$ cat config.mk
export PLATFORM = sky130hd
export DESIGN_NAME = write_buffer
export DESIGN_NICKNAME = d
export VERILOG_FILES = /design/src/rtl/wb_pkg.sv /design/src/rtl/write_buffer_match.sv /design/src/rtl/write_buffer.sv
export SDC_FILE = /design/constraint.sdc
export NUM_CORES = 1
export LEC_CHECK = 0
export BUFFER_PORTS_ARGS = -buffer_cell sky130_fd_sc_hd__buf_2
export CORE_MARGIN = 8
export CORE_UTILIZATION = 41
export DETAILED_ROUTE_END_ITERATION = 16
export GPL_ROUTABILITY_DRIVEN = 0
export PLACE_DENSITY_LB_ADDON = 0.2
export SKIP_LAST_GASP = 1
export SLEW_MARGIN = 0
export SYNTH_ARGS = -nofsm -noshare
export SYNTH_HDL_FRONTEND = slang
export SYNTH_SLANG_ARGS = --single-unit
$ cat constraint.sdc
create_clock -name clk -period 6.3 [get_ports clk]
set_clock_uncertainty 0.05 [all_clocks]
set_input_delay 0 -clock clk [delete_from_list [all_inputs] [get_ports clk]]
set_output_delay 0 -clock clk [all_outputs]
set_load 0.01 [all_outputs]
$ cat src/rtl/wb_pkg.sv
// -----------------------------------------------------------------------------
// wb_pkg
// Shared types and constants for the cache-to-RAM write buffer.
//   WB_XLEN          : address/data width the entry type is built for
//   WB_DEPTH_DEFAULT : default number of buffer entries
//   wb_entry_t       : one buffered write, word address plus data
// -----------------------------------------------------------------------------
package wb_pkg;

    localparam int WB_XLEN          = 32;
    localparam int WB_DEPTH_DEFAULT = 4;

    typedef struct packed {
        logic [WB_XLEN-3:0] addr;   // word address, byte offset dropped
        logic [WB_XLEN-1:0] data;
    } wb_entry_t;

endpackage

$ cat src/rtl/write_buffer_match.sv
// -----------------------------------------------------------------------------
// write_buffer_match
// Compares a read word address against every valid buffer entry and returns
// the data of the youngest matching entry.
//   entries  : entry storage, indexed by FIFO slot
//   valid    : per-slot valid flags
//   head     : slot of the oldest entry
//   rd_word  : read word address (c_addr[XLEN-1:2])
//   hit      : at least one valid entry matches
//   hit_data : data of the youngest matching entry, 0 when no hit
// -----------------------------------------------------------------------------
module write_buffer_match
    import wb_pkg::*;
#(
    parameter int DEPTH = WB_DEPTH_DEFAULT,
    parameter int PTR_W = $clog2(DEPTH)
) (
    input  wb_entry_t          entries [DEPTH],
    input  logic [DEPTH-1:0]   valid,
    input  logic [PTR_W-1:0]   head,
    input  logic [WB_XLEN-3:0] rd_word,
    output logic               hit,
    output logic [WB_XLEN-1:0] hit_data
);

    // Walk slots from oldest to youngest; a later match overrides an earlier
    // one, so the last writer to an address wins.
    always_comb begin
        logic [PTR_W-1:0] idx;
        hit      = 1'b0;
        hit_data = '0;
        idx      = '0;
        for (int i = 0; i < DEPTH; i++) begin
            idx = head + PTR_W'(i);
            if (valid[idx] && (entries[idx].addr == rd_word)) begin
                hit      = 1'b1;
                hit_data = entries[idx].data;
            end
        end
    end

endmodule

$ cat src/rtl/write_buffer.sv
// -----------------------------------------------------------------------------
// write_buffer
// Circular FIFO that absorbs cache eviction writes and drains them to RAM,
// with read-after-write hazard detection on cache miss reads.
//   clk, rst          : clock, synchronous active-high reset
//   c_wr_en/c_addr/c_wd : eviction write request from the cache
//   c_rd              : read data back to the cache
//   c_stall           : cache must hold its request this cycle
//   m_waddr/m_wd/m_we : write presented to RAM, m_ready accepts it
//   m_raddr/m_rd      : RAM read port (m_rd combinational from m_raddr)
// Build option:
//   WB_FORWARD_EN     : forward buffered data on a read hazard instead of
//                       stalling until the matching entries have drained
// -----------------------------------------------------------------------------
module write_buffer
    import wb_pkg::*;
#(
    parameter int XLEN  = 32,
    parameter int DEPTH = WB_DEPTH_DEFAULT
) (
    input  logic            clk,
    input  logic            rst,
    input  logic            c_wr_en,
    input  logic [XLEN-1:0] c_addr,
    input  logic [XLEN-1:0] c_wd,
    output logic [XLEN-1:0] c_rd,
    output logic            c_stall,
    output logic [XLEN-1:0] m_waddr,
    output logic [XLEN-1:0] m_wd,
    output logic            m_we,
    input  logic            m_ready,
    output logic [XLEN-1:0] m_raddr,
    input  logic [XLEN-1:0] m_rd
);

    localparam int PTR_W = $clog2(DEPTH);

    // The entry type is fixed by the package, so the port width must agree.
    if (XLEN != WB_XLEN) begin : g_xlen_check
        $error("write_buffer: XLEN must equal wb_pkg::WB_XLEN");
    end

    wb_entry_t        entries_q [DEPTH];
    wb_entry_t        entries_d [DEPTH];
    logic [DEPTH-1:0] valid_q, valid_d;
    logic [PTR_W-1:0] head_q, head_d;
    logic [PTR_W-1:0] tail_q, tail_d;
    logic [PTR_W:0]   count_q, count_d;

    logic             full, empty, enq, pop;
    logic             hit, rd_hazard;
    logic [XLEN-1:0]  fwd_data;
    wb_entry_t        head_e;

    assign full   = (count_q == (PTR_W+1)'(DEPTH));
    assign empty  = (count_q == '0);
    assign head_e = entries_q[head_q];

    // Outputs are gated by rst so the RAM and cache see an idle buffer for
    // the whole reset window, not just after the first reset edge.
    assign m_we    = !rst && !empty;
    assign m_waddr = m_we ? {head_e.addr, 2'b00} : '0;
    assign m_wd    = m_we ? head_e.data : '0;
    assign m_raddr = c_addr;

    // A full buffer blocks the enqueue even if the head pops this same edge.
    assign enq = c_wr_en && !full;
    assign pop = m_we && m_ready;

    write_buffer_match #(
        .DEPTH (DEPTH),
        .PTR_W (PTR_W)
    ) u_match (
        .entries  (entries_q),
        .valid    (valid_q),
        .head     (head_q),
        .rd_word  (c_addr[XLEN-1:2]),
        .hit      (hit),
        .hit_data (fwd_data)
    );

    assign rd_hazard = !rst && !c_wr_en && hit;

`ifdef WB_FORWARD_EN
    assign c_rd    = rd_hazard ? fwd_data : m_rd;
    assign c_stall = !rst && c_wr_en && full;
`else
    logic fwd_unused;
    assign fwd_unused = ^fwd_data;
    assign c_rd    = m_rd;
    assign c_stall = !rst && ((c_wr_en && full) || rd_hazard);
`endif

    always_comb begin
        entries_d = entries_q;
        valid_d   = valid_q;
        head_d    = head_q;
        tail_d    = tail_q;
        count_d   = count_q;
        if (pop) begin
            valid_d[head_q] = 1'b0;
            head_d          = head_q + 1'b1;
        end
        if (enq) begin
            entries_d[tail_q].addr = c_addr[XLEN-1:2];
            entries_d[tail_q].data = c_wd;
            valid_d[tail_q]        = 1'b1;
            tail_d                 = tail_q + 1'b1;
        end
        case ({enq, pop})
            2'b10:   count_d = count_q + 1'b1;
            2'b01:   count_d = count_q - 1'b1;
            default: count_d = count_q;
        endcase
    end

    always_ff @(posedge clk) begin
        if (rst) begin
            valid_q <= '0;
            head_q  <= '0;
            tail_q  <= '0;
            count_q <= '0;
        end else begin
            valid_q <= valid_d;
            head_q  <= head_d;
            tail_q  <= tail_d;
            count_q <= count_d;
        end
    end

    // Entry payload needs no reset; valid flags qualify it.
    always_ff @(posedge clk) begin
        entries_q <= entries_d;
    end

endmodule
# Word-level counts from Yosys, hierarchy flattened
# Index checks and enable logic that the tools add are counted.
[word_totals]
word_cells = 106
regBits = 259
output_inout_bits = 130
[classes]
magnitude_cmp = 13
bitwise = 8
muxes = 39
reduce_logical = 21
n_addsub = 6
n_eq_ne = 7
[op_table]
columns = ["operator", "count"]
rows = [
  ["$mux W62", 9],
  ["$bmux W62 S2", 4],
  ["$bwmux W248", 2],
  ["$demux W62 S2", 2],
  ["$eq A30 B30 Y1", 4],
  ["$mux W32", 3],
  ["$ge A3 B3 Y1 const B", 5],
  ["$lt A2 B3 Y1 const B", 5],
  ["$not A2 Y3", 5],
  ["$logic_and A1 B1 Y1", 14],
  ["$mux W1", 10],
  ["$bmux W1 S2", 4],
  ["$mux W4", 2],
  ["$pmux W3 S2", 1],
  ["$add A2 B1 Y2 const B", 2],
  ["$add A2 B2 Y2 const B", 2],
  ["$and A4 B4 Y4", 1],
  ["$demux W1 S2", 2],
  ["$ge A2 B1 Y1 const B", 2],
  ["$logic_not A1 Y1", 4],
  ["$not A4 Y4", 1],
  ["$or A4 B4 Y4", 1],
  ["$add A3 B1 Y3 const B", 1],
  ["$eq A3 B3 Y1 const B", 1],
  ["other kinds (7)", 7],
]

# Logic depth before layout (Yosys ltp)
# Gate-level depths: netlist of the first run.
[depth]
word_depth = 13
ltp_mapped = 15
depth_no_buf = 10

# Cells and area by module
# Synthesis of the first run repeated with hierarchy kept, for this count alone.
[hier_totals]
cells_unflattened = 1623
area_unflattened_um2 = 19671.4
[modules_own_cells]
columns = ["module", "seq_area_each_um2", "area_per_inst_um2", "cells_per_inst", "instances"]
rows = [
  ["write_buffer", 7667.4, 11342.1, 676, 1],
  ["write_buffer_match", 0.0, 8329.2, 947, 1],
]

# Least setup slack after synthesis of the first run
# OpenSTA, ideal clock, no wires.
[synth_path]
kind = "register to output"
start = "register head_q[0]"
end = "output port c_stall"
stages_incl_launch_ff = 15
arrival_time_ns = 3.193
path_buffers = 5
slack_ns = 3.057
path_cell_list = "dfxtp_1 > buf_2 > buf_6 > buf_4 > inv_1 > ha_1 > buf_2 > buf_2 > mux4_2 > xnor2_1 > nand4_1 > nor4_1 > o2111ai_1 > o31ai_1 > o31a_1"
[synth_via]
elab_chain_cells = 13
elab_cells_between_ends = 42
cone_classes = "3 x add/sub; 4 x eq/ne; 24 x mux; 4 x bitwise; 7 x reduce/logical"
[synth_lines]
columns = ["element", "line_no", "source"]
rows = [
  ["from (decl)", "write_buffer.sv:46", "logic [PTR_W-1:0] head_q, head_d;"],
  ["from (signal assigned)", "write_buffer.sv:120", "head_q <= '0;"],
  ["from (signal assigned)", "write_buffer.sv:125", "head_q <= head_d;"],
  ["$add A2 B1 Y2 / $not A2 Y3 (equally long branches)", "write_buffer_match.sv:34, write_buffer_match.sv:35", ""],
  ["$not A2 Y3 (not written as such) / $bmux W62 S2 (equally long branches)", "--", ""],
  ["$bmux W62 S2 / $mux W62 (equally long branches)", "--", ""],
  ["$mux W62, on equally long branches", "--", ""],
  ["$mux W62 / $eq A30 B30 Y1 (equally long branches)", "--", ""],
  ["$eq A30 B30 Y1 / $logic_and A1 B1 Y1 (equally long branches)", "write_buffer_match.sv:35", "if (valid[idx] && (entries[idx].addr == rd_word)) begin"],
  ["$logic_and A1 B1 Y1 / $mux W1 (equally long branches)", "write_buffer_match.sv:35", ""],
  ["$mux W1 (2 in a row)", "write_buffer_match.sv:35", ""],
  ["$mux W1 *", "write_buffer_match.sv:35", ""],
  ["$logic_and A1 B1 Y1 *", "write_buffer.sv:82", "assign rd_hazard = !rst && !c_wr_en && hit;"],
  ["$logic_or A1 B1 Y1 *", "write_buffer.sv:91", "assign c_stall = !rst && ((c_wr_en && full) || rd_hazard);"],
  ["$logic_and A1 B1 Y1 *", "write_buffer.sv:91", ""],
  ["to (decl)", "write_buffer.sv:27", "output logic c_stall,"],
]
# Mark *: on every way between the ends. The rest lies on a longest branch, timed or not. The select of a mux whose other input is x is not followed.

# Worst setup path after layout of the first run
# Same ends and word-level chain as after synthesis.

==> impl_metrics.tcl, run 1 <==
set metrics [dict create \
    status "completed" \
    vias 9662 \
    start_util 0.4138 \
    cts_resized 0 \
    grt_pass1_vias 10120 \
    synthTopCellsByArea "edfxtp_1 49%, mux4_2 13%, and2_1 7.4%" \
    ys_ff_latch 259 \
    yosysTopAreaCell "edfxtp_1" \
    cp_data_arrival_time_ps 4700 \
    die_x_um 207.8 \
    grt-ovfl-total 0 \
    tritoncts "done" \
    r2r_start "count_q[2]$_SDFFE_PP0P_" \
    rsz0062_at_grt "no" \
    fin_nets 1380 \
    clk_pin_slew_ps 60 \
    fp-row-count 70 \
    wl_mm 42.15 \
    placed_area_mm2 0.01569 \
    port_buffers 159 \
    dieArea_mm2 0.04316 \
    cts-root-buf "clkbuf_16" \
    dp_slack_ps 2164 \
    yosysWarnings 0 \
    grt_max_degree 64 \
    cp_slowest_cell "ha_2" \
    drt_first_pass_iters 5 \
    postRouteAntennaNets 0 \
    critPathMaxFanout 33 \
    grt_first_pass_wirelength_mm 64.07 \
    slowest_delay_ps 890 \
    seq_area_frac_synth 0.5086 \
    cts_htree_levels 1 \
    worstSetupPathType "reg2out" \
    finalSetupViolCount 0 \
    slew_viol_final 0 \
    setup_ws_ps 1548 \
    whs_ps 36.42 \
    drv_cap 0 \
    max_freq_ghz 0.2104 \
    ys.flop_type "edfxtp_1" \
    min_period_ps 4752 \
    die_h_um 207.8 \
    hold_start "c_wr_en" \
    via_per_inst 5.493 \
    wl_per_cell_um 23.96 \
    numCtsBuffers 29 \
    clk_latency_ps 560 \
    final_core_util 0.4827 \
    synthCells 1112 \
    path_cells "inv_1 > ha_2 > inv_1 > mux2_2 > a211o_1 > a2111oi_2 > nand4_1 > nor4_1 > o31a_1 > buf_2" \
    grt_usage 0.1907 \
    hp-class "in2reg" \
    end_kind "primary output" \
    synth_common_cells "248 x edfxtp_1, 179 x and2_1, 95 x mux2i_1, 88 x mux4_2, 73 x buf_4" \
    tightest_slew_ps 1104 \
    dp_hpwl_mm 26.92 \
    path_buf_inv 3 \
    power_density_mw_per_mm2 291.8 \
    avgSynthCellArea_um2 13.56 \
    antenna_found_initial 0 \
    p_leak_nw 6.074 \
    ios 230 \
    critPathTopFamily "compound AO/OA/AOI/OAI gates" \
    yosysMostFrequentCell "edfxtp_1" \
    crit_top_cell "inv_1" \
    synth_edf_count 248 \
    drt_iter0_drc 673 \
    antenna_cells 0 \
    ir_drop_mv 0.2381 \
    syn_area_mm2 0.01508 \
    critPathLaunchType "flip-flop" \
    drc_errors 0 \
    clock_path_buffers 3 \
    area_growth_pct 16.67 \
    drive_above_1_share 0.2517 \
    setup_tns_ps 0 \
    clock-sinks 259 \
    synth_cell_types 58 \
    timing.final.crit_share 0.7543 \
    async_reset_ff_frac 0 \
    worstPathRequired_ps 6250 \
    core_mm2 0.03643 \
    synth_top_area_frac 0.4940 \
    hold_viol_final 0 \
    relSlewSlack 0.2642 \
    crit_path_start "head_q[0]$_SDFFE_PP0P_" \
    stdcell_area_mm2 0.01759 \
]
## what timing repair did
item	4_1_cts	5_1_grt
hold buffers	98	0
setup buffers	0	0
hold endpoints to repair	293	0
## worst paths after layout
path                             endpoint  slack [ps]  cells after the start
hold / removal     tail_q[1]$_SDFFE_PP0P_          40                      5
setup / recovery                  c_stall        1550                     10
hold reg to reg     valid_q[0]$_SDFF_PP0_         470                      2
setup reg to reg  count_q[2]$_SDFFE_PP0P_        3550                     10
## registers in the layout, summed over array words and instances (netlist names)
name / flops
tail_q: 2
valid_q: 4
entries_q: 248
head_q: 2
count_q: 3
## power by group
group	internal, mW	leakage, nW	total [mW]	switching (mW)
registers	2.04	2.37	2.10	0.0673
clock network	0.969	0.453	1.67	0.698
logic	0.598	3.25	1.36	0.762
## metrics by stage
step | power [mW] | instances
after detailed placement | 3.457 | 1609
after global routing | 5.348 | 1759
after floorplan | 3.075 | 1113
after CTS | 5.175 | 1759
final | 5.131 | 1759
after global placement | 3.451 | 1609
## area by class of cell
cell class / count / area (um2)
repair buffers: 268 / 1859
inverters: 18 / 67.56
well taps: 468 / 585.6
fillers: 3227 / 18850
clock inverters: 16 / 167.7
multi-input cells: 694 / 6481
flip-flops and latches: 259 / 7675
clock buffers: 36 / 752.0
## metal layers
layer,GRT usage,vias up,routed length (um)
li1,-,4391,-
met1,0.2521,4919,18210
met2,0.3248,305,20760
met3,0.03714,47,2458
met4,0.03744,0,721
met5,0,-,0
## cell usage in the layout, fill, tap and decap left out, types with 5 or more instances in the layout
cell,n
mux2_1,5
buf_4,11
o22ai_1,5
nor2_1,34
clkbuf_1,7
a2bb2oi_1,5
clkbuf_16,29
nand4_1,18
edfxtp_1,248
buf_2,159
inv_1,16
mux2i_1,95
dfxtp_1,9
xnor2_1,67
a211oi_1,5
nor4_1,13
clkinv_2,6
a21oi_1,15
mux4_2,88
clkinv_1,5
xor2_1,41
dlygate4sd3_1,98
mux2_2,15
ha_1,8
nand2_1,32
and2_1,175
o21ai_0,10
## worst register-to-register path, stage by stage (launching register included)
cell and delay [ps]:
dfxtp_1 370, nor3_1 70, or2_2 460, inv_2 110, and2_1 350, ha_1 260
inv_1 60, fa_1 370, xor2_1 160, or3_1 300, a21oi_1 140
## kinds of logic after synthesis
kind of cell	after synthesis	share of synthesized area
AND/OR/NAND/NOR	294	0.1106
adder cells (fa/ha/maj)	10	0.008798
multiplexers	203	0.2095
flip-flops	259	0.5086
AO/OA/AOI/OAI	77	0.03693
buffers and inverters	160	0.06258
XOR/XNOR	108	0.06274
other	1	0.0002487
No activity file was read; power rests on OpenSTA's default activity.
==> run 2: changes to the inputs <==
==> constraint.sdc (replaced) <==
create_clock -name clk -period 4.1 [get_ports clk]
set_clock_uncertainty 0.05 [all_clocks]
set_input_delay 0 -clock clk [delete_from_list [all_inputs] [get_ports clk]]
set_output_delay 0 -clock clk [all_outputs]
set_load 0.01 [all_outputs]
==> impl_metrics.tcl, run 2 (synthesis gave the netlist of run 1 again) <==
set metrics [dict create \
    p_leak_nw 6.118 \
    hold_depth 3 \
    setup_ws_ps 283.9 \
    worstSetupPathType "reg2out" \
    nFillCells 3289 \
    min_to "entries_q[4]$_DFFE_PP_" \
    total_power_mw 7.848 \
    ff2ff_setup_slack_ps 1370 \
    dieArea_mm2 0.04316 \
    fp-row-count 70 \
    ios 230 \
    hold_viol_final 0 \
    instances_no_fill 1771 \
    drt_first_pass_iters 5 \
    hp-class "in2reg" \
    wl_per_cell_um 23.88 \
    cts_resized 0 \
    port_buffers 159 \
    max_freq_ghz 0.2620 \
    postRouteAntennaNets 0 \
    status "completed" \
    antenna_cells 0 \
    grt-ovfl-total 0 \
    critPathMaxFanout 13 \
    ir_drop_mv 0.3546 \
    grt_max_degree 86 \
    r2r_start "count_q[2]$_SDFFE_PP0P_" \
    cts_htree_levels 1 \
    antenna_found_initial 0 \
    core_mm2 0.03643 \
    via_per_inst 5.479 \
    critPathLaunchType "flip-flop" \
    rr_endpoint "count_q[2]$_SDFFE_PP0P_" \
    start_util 0.4138 \
    timing.final.crit_share 0.9308 \
    dp_hpwl_mm 27.51 \
    power_density_mw_per_mm2 444.0 \
    clock-sinks 259 \
    biggestRegsByFlops "entries_q x248, valid_q x4, count_q x3" \
    finalSetupViolCount 0 \
    numCtsBuffers 29 \
    area_growth_pct 17.25 \
    dp_slack_ps 967.5 \
    grt_first_pass_wirelength_mm 64.53 \
    crit_top_cell "nand4_1" \
    slowest_delay_ps 530 \
    setup_tns_ps 0 \
    hold_start "c_wd[4]" \
    critPathTopFamily "simple AND/OR/NAND/NOR gates" \
    end_kind "primary output" \
    grt_pass1_vias 10360 \
    drt_iter0_drc 691 \
    min_period_ps 3816 \
    path_buf_inv 3 \
    drv_cap 0 \
    tightest_slew_ps 1088 \
    worstPathRequired_ps 4050 \
    largest_reg_flops 248 \
    grt_usage 0.1927 \
    vias 9704 \
    tritoncts "done" \
    drc_errors 0 \
    final_common_cell "edfxtp_1" \
    drive_above_1_share 0.2556 \
    clk_pin_slew_ps 60 \
    cp_data_arrival_time_ps 3770 \
    rr_worst_depth 10 \
    fin_nets 1391 \
    relSlewSlack 0.2747 \
    clock_path_buffers 3 \
    largest-register "entries_q" \
    final_cell_mix "248 x edfxtp_1, 175 x and2_1, 159 x buf_2" \
    clk_latency_ps 570 \
    wl_mm 42.30 \
    rsz0062_at_grt "no" \
    slew_viol_final 0 \
    path_cells "inv_1 > ha_2 > buf_4 > mux4_2 > xnor2_1 > nand4_1 > a2111oi_0 > nand4_1 > nor4_1 > o31a_1 > buf_2" \
    die_h_um 207.8 \
    die_x_um 207.8 \
    cp_slowest_cell "ha_2" \
    dp_cells 1619 \
    cts-root-buf "clkbuf_16" \
]
## run 2: changes by cell type in the layout (fill, tap and decap cells not counted)
cell           previous run  this run
bufinv_16                 3         2
dlygate4sd3_1            98        99
clkinvlp_4                0         1
buf_12                    0         2
clkinv_1                  5         7
clkinv_2                  6         4
clkbuf_1                  7         8
buf_4                    11        19
## run 2: area by class of cell
type / instances / area [um2] / area share
clock buffers: 37 / 755.7 / 0.04275
clock inverters: 16 / 142.6 / 0.008069
inverters: 18 / 67.56 / 0.003822
multi-input cells: 694 / 6481 / 0.3666
flip-flops and latches: 259 / 7675 / 0.4342
well taps: 468 / 585.6 / 0.03313
repair buffers: 279 / 1969 / 0.1114
## run 2: where the power goes
part | internal [mW] | switching [mW] | leakage (nW)
combinational | 0.942 | 1.19 | 3.31
sequential | 3.13 | 0.0852 | 2.37
clock | 1.43 | 1.07 | 0.436
## run 2: through the flow
step	hold slack [ps]	area [um2]	util
2_1_floorplan	41.77	15080	-
3_3_place_gp	-49.93	15790	0.4333
3_5_place_dp	-49.93	15790	0.4333
4_1_cts	191.6	17680	0.4852
5_1_grt	219.3	17680	0.4852
6_report	230.3	17680	0.4852
## run 2: worst max-delay path by stage
stage | slack, ps | to | startpoint | cells past startpoint
after detailed placement | 970 | c_stall | head_q[0]$_SDFFE_PP0P_ | 11
after global routing | 120 | c_stall | head_q[0]$_SDFFE_PP0P_ | 11
after CTS | 340 | c_stall | head_q[0]$_SDFFE_PP0P_ | 11
final | 280 | c_stall | head_q[0]$_SDFFE_PP0P_ | 11
after floorplan | 860 | c_stall | head_q[0]$_SDFFE_PP0P_ | 14
after global placement | 1010 | c_stall | head_q[1]$_SDFFE_PP0P_ | 9
## run 2: metal layers
metal	part of all wire	global-route usage	up-vias
met2	0.49	0.3239	337
met5	0	0	-
met1	0.41	0.2406	4883
met3	0.073	0.05480	69
li1	-	-	4415
met4	0.028	0.05433	0
## run 2: timing repair
item | 4_1_cts | 5_1_grt
buffers inserted | 0 | 0
hold buffers | 99 | 0
hold endpoints to repair | 293 | 0
## run 2: worst min-delay path: stages
cell           delay (ps)
dlygate4sd3_1         520
buf_2                 110
and2_1                110
